[config.mk]
export PLATFORM = sky130hd
export DESIGN_NAME = cordic_vectoring
export DESIGN_NICKNAME = d
export VERILOG_FILES = /design/src/rtl/cordic_pkg.sv /design/src/rtl/cordic_vector_step.sv /design/src/rtl/cordic_vectoring.sv
export SDC_FILE = /design/constraint.sdc
export NUM_CORES = 1
export LEC_CHECK = 0
export CORE_AREA = 3 3 131 260
export CTS_CLUSTER_DIAMETER = 60
export DETAILED_ROUTE_END_ITERATION = 16
export DIE_AREA = 0 0 134 263
export PLACE_DENSITY = 0.43
export SYNTH_ARGS = -nofsm -noshare
export SYNTH_HDL_FRONTEND = slang
export SYNTH_SLANG_ARGS = --single-unit
[constraint.sdc]
create_clock -name clock -period 6.7 [get_ports clock]
set_input_delay 1.34 -clock clock [delete_from_list [all_inputs] [get_ports clock]]
set_output_delay 1.34 -clock clock [all_outputs]
set_load 0.01 [all_outputs]
[src/rtl/cordic_pkg.sv]
// Shared CORDIC constants: arctangent table, phase width, FSM encodings, gain.
// Pure constants and one constant function, no logic of its own.
// No handshake at this level.
package cordic_pkg;

  localparam int PHASE_W = 16;

  // Aggregate gain of 16 micro-rotations in Q16 (about 1.64676), for reference models
  localparam int CORDIC_GAIN_Q16 = 107922;

  // FSM encodings shared by the iterative CORDIC blocks
  localparam logic [1:0] IDLE = 2'd0;
  localparam logic [1:0] ITER = 2'd1;
  localparam logic [1:0] DONE = 2'd2;

  // round(atan(2^-i) * 65536 / (2*pi)), full circle = 65536 LSB
  function automatic logic [PHASE_W-1:0] atan_lut(input logic [3:0] i);
    logic [PHASE_W-1:0] v;
    case (i)
      4'd0:    v = 16'd8192;
      4'd1:    v = 16'd4836;
      4'd2:    v = 16'd2555;
      4'd3:    v = 16'd1297;
      4'd4:    v = 16'd651;
      4'd5:    v = 16'd326;
      4'd6:    v = 16'd163;
      4'd7:    v = 16'd81;
      4'd8:    v = 16'd41;
      4'd9:    v = 16'd20;
      4'd10:   v = 16'd10;
      4'd11:   v = 16'd5;
      4'd12:   v = 16'd3;
      4'd13:   v = 16'd1;
      4'd14:   v = 16'd1;
      default: v = 16'd0;
    endcase
    return v;
  endfunction

endpackage

[src/rtl/cordic_vector_step.sv]
// One vectoring-mode micro-rotation: drives y toward zero, accumulates angle in z.
// Purely combinational, zero latency.
// No handshake; the owning FSM decides when results are captured.
module cordic_vector_step
  import cordic_pkg::*;
#(
  parameter int XW = 18
) (
  input  logic signed [XW-1:0]      i_x,
  input  logic signed [XW-1:0]      i_y,
  input  logic        [PHASE_W-1:0] i_z,
  input  logic        [3:0]         i_shift,
  input  logic        [PHASE_W-1:0] i_atan,
  output logic signed [XW-1:0]      o_x,
  output logic signed [XW-1:0]      o_y,
  output logic        [PHASE_W-1:0] o_z
);

  logic signed [XW-1:0] w_x_sh;
  logic signed [XW-1:0] w_y_sh;

  assign w_x_sh = i_x >>> i_shift;
  assign w_y_sh = i_y >>> i_shift;

  // Rotate clockwise when y is non-negative, counter-clockwise otherwise; z wraps mod 2^16
  always_comb begin
    o_x = i_x;
    o_y = i_y;
    o_z = i_z;
    if (!i_y[XW-1]) begin
      o_x = i_x + w_y_sh;
      o_y = i_y - w_x_sh;
      o_z = i_z + i_atan;
    end else begin
      o_x = i_x - w_y_sh;
      o_y = i_y + w_x_sh;
      o_z = i_z - i_atan;
    end
  end

endmodule

[src/rtl/cordic_vectoring.sv]
// Iterative vectoring CORDIC: (x, y) -> magnitude (gain K uncompensated) and phase.
// Latency: result valid exactly STAGES edges after the accepting edge.
// Backpressure: result held in DONE until out_ready; in_ready only in IDLE.
module cordic_vectoring
  import cordic_pkg::*;
#(
  parameter int WIDTH  = 16,
  parameter int STAGES = 14
) (
  input  logic                     clock,
  input  logic                     reset_n,
  input  logic                     in_valid,
  output logic                     in_ready,
  input  logic signed [WIDTH-1:0]  x_in,
  input  logic signed [WIDTH-1:0]  y_in,
  output logic                     out_valid,
  input  logic                     out_ready,
  output logic        [WIDTH:0]    magnitude,
  output logic        [PHASE_W-1:0] phase
);

  // Two guard bits: room for the negation of -2^(WIDTH-1) and for the K growth
  localparam int         XW        = WIDTH + 2;
  localparam logic [3:0] LAST_ITER = 4'(STAGES - 1);

  logic [1:0]           r_state;
  logic signed [XW-1:0] r_x;
  logic signed [XW-1:0] r_y;
  logic [PHASE_W-1:0]   r_z;
  logic [3:0]           r_iter;
  logic                 r_out_valid;
  logic [WIDTH:0]       r_mag;
  logic [PHASE_W-1:0]   r_phase;

  logic signed [XW-1:0] w_xs;
  logic signed [XW-1:0] w_ys;
  logic signed [XW-1:0] w_x_pre;
  logic signed [XW-1:0] w_y_pre;
  logic [PHASE_W-1:0]   w_z_pre;
  logic signed [XW-1:0] w_x_nxt;
  logic signed [XW-1:0] w_y_nxt;
  logic [PHASE_W-1:0]   w_z_nxt;
  logic [PHASE_W-1:0]   w_atan;

  // Sign-extend before any negation so the most negative input stays representable
  assign w_xs = {{2{x_in[WIDTH-1]}}, x_in};
  assign w_ys = {{2{y_in[WIDTH-1]}}, y_in};

  // Pre-rotate by +/-90 deg so the iterations start in the right half-plane (x >= 0)
  always_comb begin
    w_x_pre = w_xs;
    w_y_pre = w_ys;
    w_z_pre = '0;
    if (x_in[WIDTH-1]) begin
      if (!y_in[WIDTH-1]) begin
        w_x_pre = w_ys;
        w_y_pre = -w_xs;
        w_z_pre = 16'h4000;
      end else begin
        w_x_pre = -w_ys;
        w_y_pre = w_xs;
        w_z_pre = 16'hC000;
      end
    end
  end

  assign w_atan = atan_lut(r_iter);

  cordic_vector_step #(
    .XW (XW)
  ) u_step (
    .i_x     (r_x),
    .i_y     (r_y),
    .i_z     (r_z),
    .i_shift (r_iter),
    .i_atan  (w_atan),
    .o_x     (w_x_nxt),
    .o_y     (w_y_nxt),
    .o_z     (w_z_nxt)
  );

  // FSM, iteration counter and result registers
  always_ff @(posedge clock or negedge reset_n) begin
    if (!reset_n) begin
      r_state     <= IDLE;
      r_x         <= '0;
      r_y         <= '0;
      r_z         <= '0;
      r_iter      <= '0;
      r_out_valid <= 1'b0;
      r_mag       <= '0;
      r_phase     <= '0;
    end else begin
      case (r_state)
        IDLE: begin
          if (in_valid) begin
            r_x     <= w_x_pre;
            r_y     <= w_y_pre;
            r_z     <= w_z_pre;
            r_iter  <= '0;
            r_state <= ITER;
          end
        end
        ITER: begin
          r_x    <= w_x_nxt;
          r_y    <= w_y_nxt;
          r_z    <= w_z_nxt;
          r_iter <= r_iter + 4'd1;
          if (r_iter == LAST_ITER) begin
            // x is non-negative here, so dropping the top guard bit is lossless
            r_mag       <= w_x_nxt[WIDTH:0];
            r_phase     <= w_z_nxt;
            r_out_valid <= 1'b1;
            r_state     <= DONE;
          end
        end
        DONE: begin
          if (out_ready) begin
            r_out_valid <= 1'b0;
            r_state     <= IDLE;
          end
        end
        default: begin
          r_out_valid <= 1'b0;
          r_state     <= IDLE;
        end
      endcase
    end
  end

  assign in_ready  = (r_state == IDLE);
  assign out_valid = r_out_valid;
  assign magnitude = r_mag;
  assign phase     = r_phase;

endmodule

# Yosys cells after proc, flatten, opt, wreduce, memory -nomap -nowiden
# Memories as Yosys holds them, arrays and structs flattened.
# Cells that the tools add are included.
# classes
addsub,9
eq_ne,6
shift,2
muxes,24
n_bitwise,1
n_reduce_logical,6
# ops
operator,count
18-bit two-way mux,8
18-bit case mux with 2 select lines,2
16-bit two-way mux,4
18-bit adder,2
16-bit negator with 18-bit output,2
18-bit by 4-bit >>> shifter with 18-bit output,2
18-bit subtractor,2
16-bit case mux with 2 select lines,1
16-bit adder,1
16-bit subtractor,1
4-bit case mux with 2 select lines,1
2-bit two-way mux,3
"2-bit inequality test, second input constant",3
2-bit case mux with 3 select lines,1
3-bit AND reduction,2
"4-bit by 1-bit adder with 4-bit output, second input constant",1
"4-bit equality test, second input constant",1
4-bit two-way mux,1
2-bit AND reduction,2
1-bit case mux with 3 select lines,1
"2-bit by 1-bit equality test with 1-bit output, second input constant",1
"2-bit equality test, second input constant",1
2-bit logical NOT,1
1-bit two-way mux,2
2 further kinds,2
# totals
ff_bits,92
romBits,224
input_bits,36
out_inout_bits,35
wordCells,57
memories,1
# mem_list
name,depth,width,read_ports,rd_ports_with_merged_regs,write_ports,line_no,text
(name not given),16,14,1,0,0,cordic_pkg.sv:19,case (i)

# Longest topological paths before layout
# logic_depth
ltp_word,5
depth_mapped,24
ltp_nobuf,20

# Cells and area by module
# From an unflattened synthesis, not the netlist that was laid out.
# hier_totals
cells_unflattened,1142
hier_area_um2,9970.8
# modules_own_cells
mod,n_inst,cells_each,area_per_inst_um2,seq_area_each_um2
cordic_vector_step,1,678,5196.2,0.0
cordic_vectoring,1,464,4774.6,2302.2

# Worst setup path before layout
# Ideal clock, no wire load.
# synth_path
path_kind,flip-flop to flip-flop
startpoint,reg r_iter[0]
endpoint,reg r_y[17]
setup_ns,0.077
arrival_time_ns,4.594
t_required_ns,6.623
setup_slack_ns,2.029
stages_incl_launch_ff,23
path_buffers,3
synth_period_minus_slack_ns,4.671
path_cell_list,dfrtp_1 -> buf_6 -> buf_6 -> buf_4 -> mux4_2 -> a22oi_1 -> o21ai_0 -> inv_1 -> ha_1 -> nor3b_1 -> and3_1 -> a21oi_1 -> xnor2_1 -> ha_1 -> a21oi_1 -> nand2_1 -> a31oi_1 -> o21ai_0 -> o31a_1 -> o21a_1 -> nor2_1 -> xnor3_1 -> a21oi_1
# synth_via
elab_chain_len,4
word_cells_on_any_way,5
cone_classes,2 x add/sub; 1 x shift; 2 x mux
# synth_lines
item,line_no,text
"start, declared",cordic_vectoring.sv:30,logic [3:0] r_iter;
"start signal, assigned",cordic_vectoring.sv:108,r_iter <= r_iter + 4'd1;
18-bit by 4-bit >>> shifter with 18-bit output (*),cordic_vector_step.sv:22,assign w_x_sh = i_x >>> i_shift;
18-bit subtractor / 18-bit adder (equally long branches),"cordic_vector_step.sv:32, cordic_vector_step.sv:36",
18-bit two-way mux (*),cordic_vector_step.sv:30,if (!i_y[XW-1]) begin
18-bit case mux with 2 select lines (*),cordic_vectoring.sv:94,case (r_state)
"end signal, assigned",cordic_vectoring.sv:98,r_y <= w_y_pre;
"end signal, assigned",cordic_vectoring.sv:106,r_y <= w_y_nxt;
"end, declared",cordic_vectoring.sv:28,logic signed [XW-1:0] r_y;
# Mark *: on every way between the ends. The rest lies on a longest branch, timed or not.
# A chain may end at the register's enable or synchronous reset.

# Final worst setup path
# Ends and elaborated chain as after synthesis.

==> results_dict.tcl <==
set metrics [dict create \
    grt_pass1_wl_um 58700 \
    synth_warnings 0 \
    min_period_ps 5610 \
    synth.distinct_cells 70 \
    final_area_um2 11100 \
    cts_setup_buffers 0 \
    rows 93 \
    ant_nets 0 \
    routedWlPerCell_um 23.4 \
    synth-edff-count 0 \
    required_ps 7010 \
    die_area_um2 35200 \
    drv_cap 0 \
    crit_path_start_kind "flop" \
    crit_type "reg2reg" \
    track_usage_pct 22.0 \
    synth_ff_type "dfrtp_1" \
    clkLatencyLatePin_ps 390 \
    arrival_ps 5920 \
    hold_viol 0 \
    ctsHoldBuffers 0 \
    fmax_ghz 0.178 \
    clock-sinks 92 \
    grt_max_degree 63 \
    place_hpwl_um 30200 \
    initial_core_util_pct 29.8 \
    synthCells 1171 \
    post-place-cells 1630 \
    grt_pass1_vias 9530 \
    drtPass1Iterations 5 \
    dr.first_iter.drc_count 449 \
    clock_skew_ps 16.0 \
    num_vias 9114 \
    yosysSeqAreaShare_pct 24.0 \
    drt_wl_total_um 38500 \
    ctsResizeCount 0 \
    grt_setup_unrepaired "no" \
    synth_nets 1270 \
    port_buffers 70 \
    htreeDepth 3 \
    cts_buffers 9 \
    async_reset_ff_share_pct 100 \
    relSlewSlack_pct 26.6 \
    ys_ff_latch 92 \
    drcViolationCount 0 \
    tns_ps 0 \
    place.gp.congestion 0.944 \
    path_max_fanout 28 \
    cts_tree "yes" \
    dieWidth_um 134 \
    cts_root_buffer "clkbuf_16" \
    status "finished, final reports clean" \
    drive_above_1_share_pct 7.96 \
    synth_area_um2 9600 \
    post-route-period-util_pct 83.7 \
    dpl-instance-area_um2 10800 \
    top_level_ports 71 \
    syn2layout_area_growth_pct 15.3 \
    layout_commonest_cell "nand2_1" \
    core_um2 32200 \
    path_clk_slew_ps 80 \
    final-setup-viol-count 0 \
    slew_viol_final 0 \
    worst_pin_slew_ps 1090 \
    cp-end-kind "flop" \
    grt_antenna_before_repair 0 \
    die_height_um 263 \
    fin_cells 1646 \
    clockBufferDepth 2 \
    diodes 0 \
    avgSynthCellArea_um2 8.20 \
    hold_class "reg2reg" \
    globalRouteOverflowTotal 0 \
    final_cell_mix "nand2_1, a21oi_1, dfrtp_1" \
    viasPerCell 5.54 \
    num-nets-final 1313 \
]
## cell families (layout without fill, tap and decap cells)
logic type,after synthesis,count (layout),share of synthesized area (%)
multiplexers,83,83,12.1
buffers and inverters,110,158,4.68
AO/OA/AOI/OAI,359,359,24.3
AND/OR/NAND/NOR,363,363,17.1
flip-flops,92,92,24.0
XOR/XNOR,101,101,9.35
adder cells (fa/ha/maj),63,63,8.44
## per-stage QoR
| stage | util, % | setup slack, ps | hold WS (ps) |
|---|---|---|---|
| after floorplan | - | 2030 | 473 |
| after global placement | 33.5 | 1150 | 458 |
| after detailed placement | 33.5 | 1110 | 461 |
| after CTS | 34.4 | 1090 | 479 |
| after global routing | 34.4 | 698 | 497 |
| final | 34.4 | 1090 | 472 |
## state kept, by name, summed over array words and instances (netlist names)
register / count
phase: 16
r_z: 16
magnitude: 17
out_valid: 1
r_iter: 4
r_x: 18
r_y: 18
r_state: 2
## worst paths after layout
path | start | end | slack (ps) | cells after the start
max in group asynchronous | reset_n | r_y[1] | 4570 | 2
min in group asynchronous | reset_n | phase[9] | 920 | 1
max | r_iter[0] | r_y[17] | 1090 | 17
min reg2reg | phase[5] | phase[5] | 470 | 2
min | phase[5] | phase[5] | 470 | 2
max reg2reg | r_iter[0] | r_y[17] | 1090 | 17
## synthesized netlist by cell type, types with 9 or more instances
master / instances / area share (%)
xor2_1: 40 / 3.6
o22ai_1: 11 / 0.72
a22oi_1: 13 / 1.0
nand2b_1: 9 / 0.59
a21oi_1: 93 / 4.8
buf_1: 9 / 0.35
o31ai_1: 9 / 0.70
nor2b_1: 13 / 0.85
clkbuf_1: 45 / 1.8
xnor2_1: 60 / 5.5
inv_1: 43 / 1.7
a22o_1: 16 / 1.5
dfrtp_1: 92 / 24
mux2_2: 13 / 1.5
nor3_1: 15 / 0.78
a211oi_1: 23 / 1.8
a21o_1: 19 / 1.5
nor2_1: 85 / 3.3
o211ai_1: 12 / 0.94
or3_1: 9 / 0.59
mux2i_1: 46 / 4.8
o21ai_0: 80 / 4.2
nand3_1: 18 / 0.94
mux4_2: 19 / 4.5
ha_1: 60 / 7.8
a31oi_1: 21 / 1.4
nand2_1: 168 / 6.6
## layer usage
metal / vias up / wire [um] / GRT usage [%]
li1: 4363 / - / -
met1: 4461 / 13000 / 21.2
met2: 214 / 22400 / 44.2
met3: 76 / 986 / 2.22
met4: 0 / 2090 / 12.0
met5: - / 0 / 0
## layout make-up
cell class              instances  area [um2]
clock buffers                   9         225
fillers                      3451       21200
multi-input cells             969        6870
well taps                     427         534
repair buffers                 99         911
clock inverters                 7        66.3
flip-flops and latches         92        2300
inverters                      43         161
## worst max-delay path, stage by stage (launching register included)
cell and delay (ps):
dfrtp_2 830, buf_4 280, mux2i_1 130, mux4_2 570, o21ai_0 370, inv_1 80
ha_1 290, mux2_2 300, ha_1 300, a211oi_1 400, o21ai_0 220, a41oi_1 480
nor3_1 150, o31a_1 320, o21a_1 180, nor2_1 140, xnor3_1 330, a21oi_1 150
Power is left out: the tool's default activity adds up to more than one toggle a clock period on the data nets, which glitch-free logic cannot reach.
